==> src/rtl/fft_butterfly_ctrl.sv <==
// Radix-2 DIT butterfly controller for the 8-point FFT.
// It latches operands A, B and the twiddle index k. It drives the shared twiddle
// multiplier from an internal ROM and waits for the twiddled result.
// It then produces (A + W*B)/4 and (A - W*B)/4.
// Optional feature macro: BFLY_TRIVIAL_BYPASS_EN. When defined, k=0 skips the
// multiplier and loads B/2 straight into the twiddle register.
module fft_butterfly_ctrl (
    input  logic       clk,
    input  logic       rst_n,
    input  logic       i_start,
    input  logic [1:0] i_k,
    input  logic [7:0] i_a_re,
    input  logic [7:0] i_a_im,
    input  logic [7:0] i_b_re,
    input  logic [7:0] i_b_im,
    output logic       o_busy,
    output logic       o_tw_start,
    output logic [7:0] o_tw_x,
    output logic [7:0] o_tw_y,
    output logic [7:0] o_tw_c,
    output logic [8:0] o_tw_c_plus_s,
    output logic [8:0] o_tw_c_minus_s,
    input  logic [7:0] i_tw_re,
    input  logic [7:0] i_tw_im,
    input  logic       i_tw_valid,
    output logic [7:0] o_top_re,
    output logic [7:0] o_top_im,
    output logic [7:0] o_bot_re,
    output logic [7:0] o_bot_im,
    output logic       o_valid
);

    localparam logic [1:0] S_IDLE    = 2'd0;
    localparam logic [1:0] S_WAIT_TW = 2'd1;
    localparam logic [1:0] S_SUM     = 2'd2;

    logic [1:0] state_q, state_d;
    logic [7:0] a_re_q, a_re_d, a_im_q, a_im_d;
    logic [7:0] tw_x_q, tw_x_d, tw_y_q, tw_y_d;
    logic [7:0] tw_c_q, tw_c_d;
    logic [8:0] tw_cps_q, tw_cps_d, tw_cms_q, tw_cms_d;
    logic       tw_start_q, tw_start_d;
    logic [7:0] tw_re_q, tw_re_d, tw_im_q, tw_im_d;
    logic [7:0] top_re_q, top_re_d, top_im_q, top_im_d;
    logic [7:0] bot_re_q, bot_re_d, bot_im_q, bot_im_d;
    logic       valid_q, valid_d;

    logic [7:0] rom_c;
    logic [8:0] rom_cps, rom_cms;
    logic [9:0] top_re_full, top_im_full, bot_re_full, bot_im_full;

    // Twiddle ROM: W^k = c + j*s with s = -sin(2*pi*k/8), in Q1.7.
    always_comb begin
        // NOTE: every combinational output gets a default first, so no path leaves it unassigned and no latch is inferred.
        rom_c   = 8'sd127;
        rom_cps = 9'sd127;
        rom_cms = 9'sd127;
        case (i_k)
            2'd1: begin rom_c = 8'sd91;  rom_cps = 9'sd0;    rom_cms = 9'sd182; end
            2'd2: begin rom_c = 8'sd0;   rom_cps = -9'sd127; rom_cms = 9'sd127; end
            2'd3: begin rom_c = -8'sd91; rom_cps = -9'sd182; rom_cms = 9'sd0;   end
            default: ;
        endcase
    end

    // Full-precision sums: sext10(A) +/- 2*sext10(tw); |result| <= 309 fits 10 bits.
    always_comb begin
        top_re_full = {{2{a_re_q[7]}}, a_re_q} + {tw_re_q[7], tw_re_q, 1'b0};
        top_im_full = {{2{a_im_q[7]}}, a_im_q} + {tw_im_q[7], tw_im_q, 1'b0};
        bot_re_full = {{2{a_re_q[7]}}, a_re_q} - {tw_re_q[7], tw_re_q, 1'b0};
        bot_im_full = {{2{a_im_q[7]}}, a_im_q} - {tw_im_q[7], tw_im_q, 1'b0};
    end

    // Next-state and next-register logic for the IDLE -> WAIT_TW -> SUM sequence.
    always_comb begin
        state_d    = state_q;
        a_re_d     = a_re_q;
        a_im_d     = a_im_q;
        tw_x_d     = tw_x_q;
        tw_y_d     = tw_y_q;
        tw_c_d     = tw_c_q;
        tw_cps_d   = tw_cps_q;
        tw_cms_d   = tw_cms_q;
        tw_re_d    = tw_re_q;
        tw_im_d    = tw_im_q;
        top_re_d   = top_re_q;
        top_im_d   = top_im_q;
        bot_re_d   = bot_re_q;
        bot_im_d   = bot_im_q;
        tw_start_d = 1'b0;
        valid_d    = 1'b0;
        case (state_q)
            S_IDLE: begin
                if (i_start) begin
                    a_re_d   = i_a_re;
                    a_im_d   = i_a_im;
                    tw_x_d   = i_b_re;
                    tw_y_d   = i_b_im;
                    tw_c_d   = rom_c;
                    tw_cps_d = rom_cps;
                    tw_cms_d = rom_cms;
`ifdef BFLY_TRIVIAL_BYPASS_EN
                    if (i_k == 2'd0) begin
                        // W^0 = 1, so the multiplier would just return B/2.
                        tw_re_d = {i_b_re[7], i_b_re[7:1]};
                        tw_im_d = {i_b_im[7], i_b_im[7:1]};
                        state_d = S_SUM;
                    end else begin
                        tw_start_d = 1'b1;
                        state_d    = S_WAIT_TW;
                    end
`else
                    tw_start_d = 1'b1;
                    state_d    = S_WAIT_TW;
`endif
                end
            end
            S_WAIT_TW: begin
                if (i_tw_valid) begin
                    tw_re_d = i_tw_re;
                    tw_im_d = i_tw_im;
                    state_d = S_SUM;
                end
            end
            S_SUM: begin
                top_re_d = top_re_full[9:2];
                top_im_d = top_im_full[9:2];
                bot_re_d = bot_re_full[9:2];
                bot_im_d = bot_im_full[9:2];
                valid_d  = 1'b1;
                state_d  = S_IDLE;
            end
            default: state_d = S_IDLE;
        endcase
    end

    // State and datapath registers, all cleared by the asynchronous reset.
    always_ff @(posedge clk or negedge rst_n) begin
        if (!rst_n) begin
            state_q    <= S_IDLE;
            a_re_q     <= '0;
            a_im_q     <= '0;
            tw_x_q     <= '0;
            tw_y_q     <= '0;
            tw_c_q     <= '0;
            tw_cps_q   <= '0;
            tw_cms_q   <= '0;
            tw_start_q <= 1'b0;
            tw_re_q    <= '0;
            tw_im_q    <= '0;
            top_re_q   <= '0;
            top_im_q   <= '0;
            bot_re_q   <= '0;
            bot_im_q   <= '0;
            valid_q    <= 1'b0;
        end else begin
            // NOTE: non-blocking assignments make every flop take its value from the pre-edge state, with no ordering races between flops.
            state_q    <= state_d;
            a_re_q     <= a_re_d;
            a_im_q     <= a_im_d;
            tw_x_q     <= tw_x_d;
            tw_y_q     <= tw_y_d;
            tw_c_q     <= tw_c_d;
            tw_cps_q   <= tw_cps_d;
            tw_cms_q   <= tw_cms_d;
            tw_start_q <= tw_start_d;
            tw_re_q    <= tw_re_d;
            tw_im_q    <= tw_im_d;
            top_re_q   <= top_re_d;
            top_im_q   <= top_im_d;
            bot_re_q   <= bot_re_d;
            bot_im_q   <= bot_im_d;
            valid_q    <= valid_d;
        end
    end

    assign o_busy         = (state_q != S_IDLE);
    assign o_tw_start     = tw_start_q;
    assign o_tw_x         = tw_x_q;
    assign o_tw_y         = tw_y_q;
    assign o_tw_c         = tw_c_q;
    assign o_tw_c_plus_s  = tw_cps_q;
    assign o_tw_c_minus_s = tw_cms_q;
    assign o_top_re       = top_re_q;
    assign o_top_im       = top_im_q;
    assign o_bot_re       = bot_re_q;
    assign o_bot_im       = bot_im_q;
    assign o_valid        = valid_q;

endmodule

==> config.mk <==
export PLATFORM = sky130hd
export DESIGN_NAME = fft_butterfly_ctrl
export DESIGN_NICKNAME = d
export VERILOG_FILES = /design/src/rtl/fft_butterfly_ctrl.sv
export SDC_FILE = /design/constraint.sdc
export NUM_CORES = 1
export LEC_CHECK = 0
export CORE_MARGIN = 8
export CORE_UTILIZATION = 40
export DETAILED_ROUTE_END_ITERATION = 8
export PLACE_DENSITY_LB_ADDON = 0.3
export SETUP_SLACK_MARGIN = 0.05
export SLEW_MARGIN = 20
export SYNTH_ARGS = -nofsm -noshare
export SYNTH_HDL_FRONTEND = slang
export SYNTH_SLANG_ARGS = --single-unit
==> constraint.sdc <==
create_clock -name clk -period 1.7 [get_ports clk]
set_input_delay 0.425 -clock clk [delete_from_list [all_inputs] [get_ports clk]]
set_output_delay 0.425 -clock clk [all_outputs]
set_load 0.005 [all_outputs]
* Yosys cells after proc, flatten, opt, wreduce, memory -nomap -nowiden
Index checks and enable logic that the tools add are counted.
Widths: inputs -> output; s select.
** Word-level totals
- Flip-flop bits (word level) :: 110
- Latch bits :: 0
- RAM bits :: 0
- ROM bits :: 0
- Output and inout port bits :: 77
- Memories :: 0
** Cells by class
- Add/sub/neg operators :: 4
- Multipliers :: 0
- Div/mod/pow operators :: 0
- $lt $le $gt $ge :: 0
- Equal/unequal tests :: 7
- Shift-type cells :: 0
- Mux-type cells :: 9
- Bitwise operators :: 0
- Reductions and logical operators :: 5
** Operators with widths (count)
- $pmux 9 s3 :: 1
- $pmux 8 s3 :: 1
- $add 8x9->10 :: 2
- $sub 8x9->10 :: 2
- $pmux 8 s2 :: 1
- $eq 2x2->1 const B :: 3
- $reduce_and 2->1 :: 3
- $eq 2x1->1 const B :: 2
- $mux 2 :: 2
- $ne 2x2->1 const B :: 2
- $pmux 2 s2 :: 1
- $mux 1 :: 3
- $logic_not 2->1 :: 1
- $reduce_bool 2->1 :: 1

* Depth between registers and ports, before layout
- Depth after elaboration :: 3
- Mapped depth :: 8
- Depth with buffers taken out :: 7

* Worst setup path before layout
OpenSTA, ideal clock, no wires.
- Path type :: reg2reg
- Start point :: register a_re_q[4]
- End point :: register top_re_q[6] (netlist: o_top_re[6])
- Library setup time :: 0.141 ns
- Data arrival time :: 1.674 ns
- Data required time :: 1.559 ns
- Slack :: -0.115 ns
- Cell stages (with the launch flop) :: 7
- Path buffers :: 1
- Cell sequence :: dfrtp_1 ha_1 buf_6 or4_4 o221ai_2 or3_1 a31oi_1
** Between the ends
- Longest elaborated chain between the ends :: 1
** Ends and longest elaborated chain
- start: declaration :: line 38 : logic [7:0] a_re_q, a_re_d, a_im_q, a_im_d;
- start signal: assignment :: line 159 : a_re_q <= a_re_d;
- $add 8x9->10 :: line 68 : top_re_full = {{2{a_re_q[7]}}, a_re_q} + {tw_re_q[7], tw_re_q, 1'b0};
- end signal: assignment :: line 169 : top_re_q <= top_re_d;
- end: declaration :: line 44 : logic [7:0] top_re_q, top_re_d, top_im_q, top_im_d;
Every way passes these cells.
A chain may end at the register's enable or synchronous reset.

* Worst setup path in the final report
- Start point :: register tw_im_q[1]
- End point :: register top_im_q[6] (netlist: o_top_im[6])
** Between the ends
- Longest elaborated chain between the ends :: 1
** Ends and longest elaborated chain
- start: declaration :: line 43 : logic [7:0] tw_re_q, tw_re_d, tw_im_q, tw_im_d;
- start signal: assignment :: line 168 : tw_im_q <= tw_im_d;
- $add 8x9->10 :: line 69 : top_im_full = {{2{a_im_q[7]}}, a_im_q} + {tw_im_q[7], tw_im_q, 1'b0};
- end signal: assignment :: line 170 : top_im_q <= top_im_d;
- end: declaration :: line 44
Every way passes these cells.

==> key figures <==
Place
  • # port buffers: 127
  • Post-Place Worst Slack: -0.176 ns
  • Gp weighted congestion: 0.841
  • Dpl cell area: 0.00671 sq mm
  • Hpwl dp: 9640 um

Global routing
  • Total global-route track usage: 17.0%
  • Initial antenna violation count: 0
  • Gr ovfl total: 0
  • Largest net degree at the start of global routing: 65
  • Number of global-route vias before repair: 4,600
  • First-pass GRT wire length: 22,200 um

Clocking
  • Root Buffer: clkbuf_16
  • CTS tree: done
  • TritonCTS Buffers: 9
  • Clock input transition at the sequential cells of the worst setup and hold paths: 0.07 ns
  • Worst skew pair latency: 0.35 ns
  • CTS max path bufs: 2
  • Clk sinks: 93
  • CTS HTree Levels: 3

Status
  • Status: finished, violations left
  • Failing checks: negative setup slack

Layout
  • Area Overhead vs Synth: 55.4%
  • Nets: 832
  • Fin util: 63.8%
  • Fill cells: 949
  • Antenna Cells: 0
  • Layout cells sized above 1: 24.3%
  • Final instance area: 0.00770 sq mm

Logic synthesis
  • Mapped Area: 0.00496 sq mm
  • Number of synthesized flops with an enable pin: 0
  • Post-synthesis cell type count: 50
  • Cells after Synth: 553
  • Sequential area share after synthesis: 46.9%
  • Avg Cell Area, Syn: 8.96 sq um
  • Yosys top cell area share: 46.9%
  • Yosys warns: 0
  • Synth Net Count: 645
  • Ys async rst share: 100%
  • Area leader, netlist: dfrtp_1
  • Ys flop type: dfrtp_1
  • Register bit total from synthesis: 93
  • Top cells by area, synth: dfrtp_1 (47%), nand2_1 (13%), ha_1 (8.6%)

Timing
  • Min setup slack post-route: -0.0845 ns
  • RSZ-0062 raised after global routing: yes
  • Maximum clock rate: 560 MHz
  • Post-layout min period: 1.78 ns
  • Final Hold Fails: 0
  • # setup viols final: 8
  • Worst hold margin: 0.460 ns
  • Worst Skew: 0.00734 ns
  • Max Slew Vio Count: 0
  • Period utilisation layout: 105%

Min path
  • Hold Path Class: in -> async

Routing
  • Drt total wl: 14,000 um
  • Drt first pass iters: 4
  • DR vias: 4,400
  • DR vias/cell: 4.82
  • WL per Instance: 15.3 um
  • DR DRC count: 0
  • Antenna viol nets, final: 0
  • DRT iter0 DRCs: 204

Critical path
  • Startpoint types: flip-flop
  • CP Cell Sequence: inv_2 -> ha_4 -> nor2_4 -> a221oi_4 -> o31ai_2 -> or4_1 -> nand3_1
  • Critical-path top delay cell: dfrtp_1
  • Critical Path RT: 1.99 ns
  • Critical path class: reg -> reg
  • CP Data Arrival Time: 2.07 ns
  • Crit Path Max Fanout: 3
  • Cell family with the largest share of critical-path delay: simple AND/OR/NAND/NOR gates
  • Worst path buffer plus inverter count: 1
  • CP max stage delay: 0.43 ns
  • Element type at the critical path end: flip-flop

Power
  • Tot Pwr: 12.2 mW
  • Maximum vdd ir drop: 0.673 mV
  • Pwr/cell area: 1590 mW/mm^2
  • Pleak: 4.03 nW

Floorplanning
  • Core Rows: 40
  • Core Footprint: 0.0121 sq mm
  • Initial core utilization: 41.1%
  • Die Y: 127 um
  • Chip Width: 127 um
  • Die area: 0.0162 sq mm
  • # IOs: 131

Job
  • MaxCap Viol Count: 0
layout by cell type, fill, tap and decap left out, drive strengths merged, types with 5 or more instances in the layout:
cell type        n
nand2          167
buf             94
dfrtp           93
clkdlybuf4s50   60
o21ai           50
dlygate4sd2     37
ha              34
inv             33
dlymetal6s2s    28
nor2            19
clkbuf          13
nor3            11
a21oi           11
nor2b            8
xor2             7
xnor2            7
a221oi           6
a21o             5
o21a             5
a211oi           5
registers in the layout, summed over array words and instances, names as in the netlist, 7 cells and up:
name,count
a_re_q,7
o_tw_x,8
o_top_im,8
tw_re_q,8
tw_im_q,8
o_tw_y,8
o_bot_re,8
o_bot_im,8
o_top_re,8
a_im_q,7
kinds of logic (layout without fill, tap and decap cells):
family	count (synthesis)	count (layout)	synth area share, %
simple gates	229	229	19.6
compound gates	96	96	12.3
flops	93	93	46.9
buf+inv	78	270	7.60
fa+ha+maj	38	38	10.2
xor+xnor	14	14	2.47
mux	4	4	0.808
other cells	1	1	0.0756
routing by layer:
metal | global-route usage (%) | part of all wire, %
met4 | 6.79 | 2.4
met5 | 0 | 0
met2 | 28.0 | 48
met3 | 6.20 | 7.6
met1 | 19.6 | 42
synth_stat cells, types with 3 or more instances:
library cell  instances
ha_1                 34
a21o_1                5
o31ai_1               3
nor3_1               11
a31oi_1               3
nor2_1               18
xnor2_1               7
a21oi_1              11
inv_1                32
xor2_1                7
o21ai_0              49
buf_2                 7
buf_4                16
fa_1                  4
a211oi_1              5
nand2b_1              3
nand2_1             167
nor2b_1               8
mux2i_1               4
nand3_1               4
dfrtp_1              93
o21a_1                5
a221oi_1              4
clkbuf_1             18
power by group:
| group | leakage (nW) | switching, mW | internal, mW | total [mW] |
|---|---|---|---|---|
| combinational | 2.71 | 2.94 | 3.53 | 6.47 |
| sequential | 1.15 | 0.475 | 2.96 | 3.43 |
| clock | 0.167 | 0.850 | 1.48 | 2.33 |
| total | 4.03 | 4.27 | 7.97 | 12.2 |
timing repair:
item                                   4_1_cts  5_1_grt
cloned                                       0        0
endpoints found under the hold margin        7        0
hold buffers                                 1        0
gates resized for setup                     73       78
pin swaps                                   18       29
setup endpoints to repair                   64       58
buffers inserted                            20       16
per-stage QoR:
stage	TNS, ns	instances
6_report	-0.387	913
5_1_grt	-1.54	913
4_1_cts	-0.724	898
3_5_place_dp	-1.36	861
3_3_place_gp	-0.570	861
2_1_floorplan	-0.181	553
final timing paths:
check | start | end | slack [ns] | depth (start not counted)
hold / removal | rst_n | o_tw_c_minus_s[7] | 0.46 | 2
min in group clk | o_tw_c_plus_s[0] | o_tw_c_plus_s[0] | 0.47 | 2
hold reg to reg | o_tw_c_plus_s[0] | o_tw_c_plus_s[0] | 0.47 | 2
setup / recovery | tw_im_q[1] | o_top_im[6] | -0.08 | 7
setup reg to reg | tw_im_q[1] | o_top_im[6] | -0.08 | 7
max in group asynchronous | rst_n | a_re_q[2] | 0.68 | 3
final cells by class:
type                    instances  area [sq um]  share of cell area [%]
flip-flops and latches         93          2330                    30.3
well taps                     168           210                    2.73
repair buffers                221          2060                    26.7
clock inverters                 4          95.1                    1.23
clock buffers                  12           246                    3.20
multi-input cells             382          2640                    34.2
inverters                      33           124                    1.61
Power figures use the tool's default switching activity.
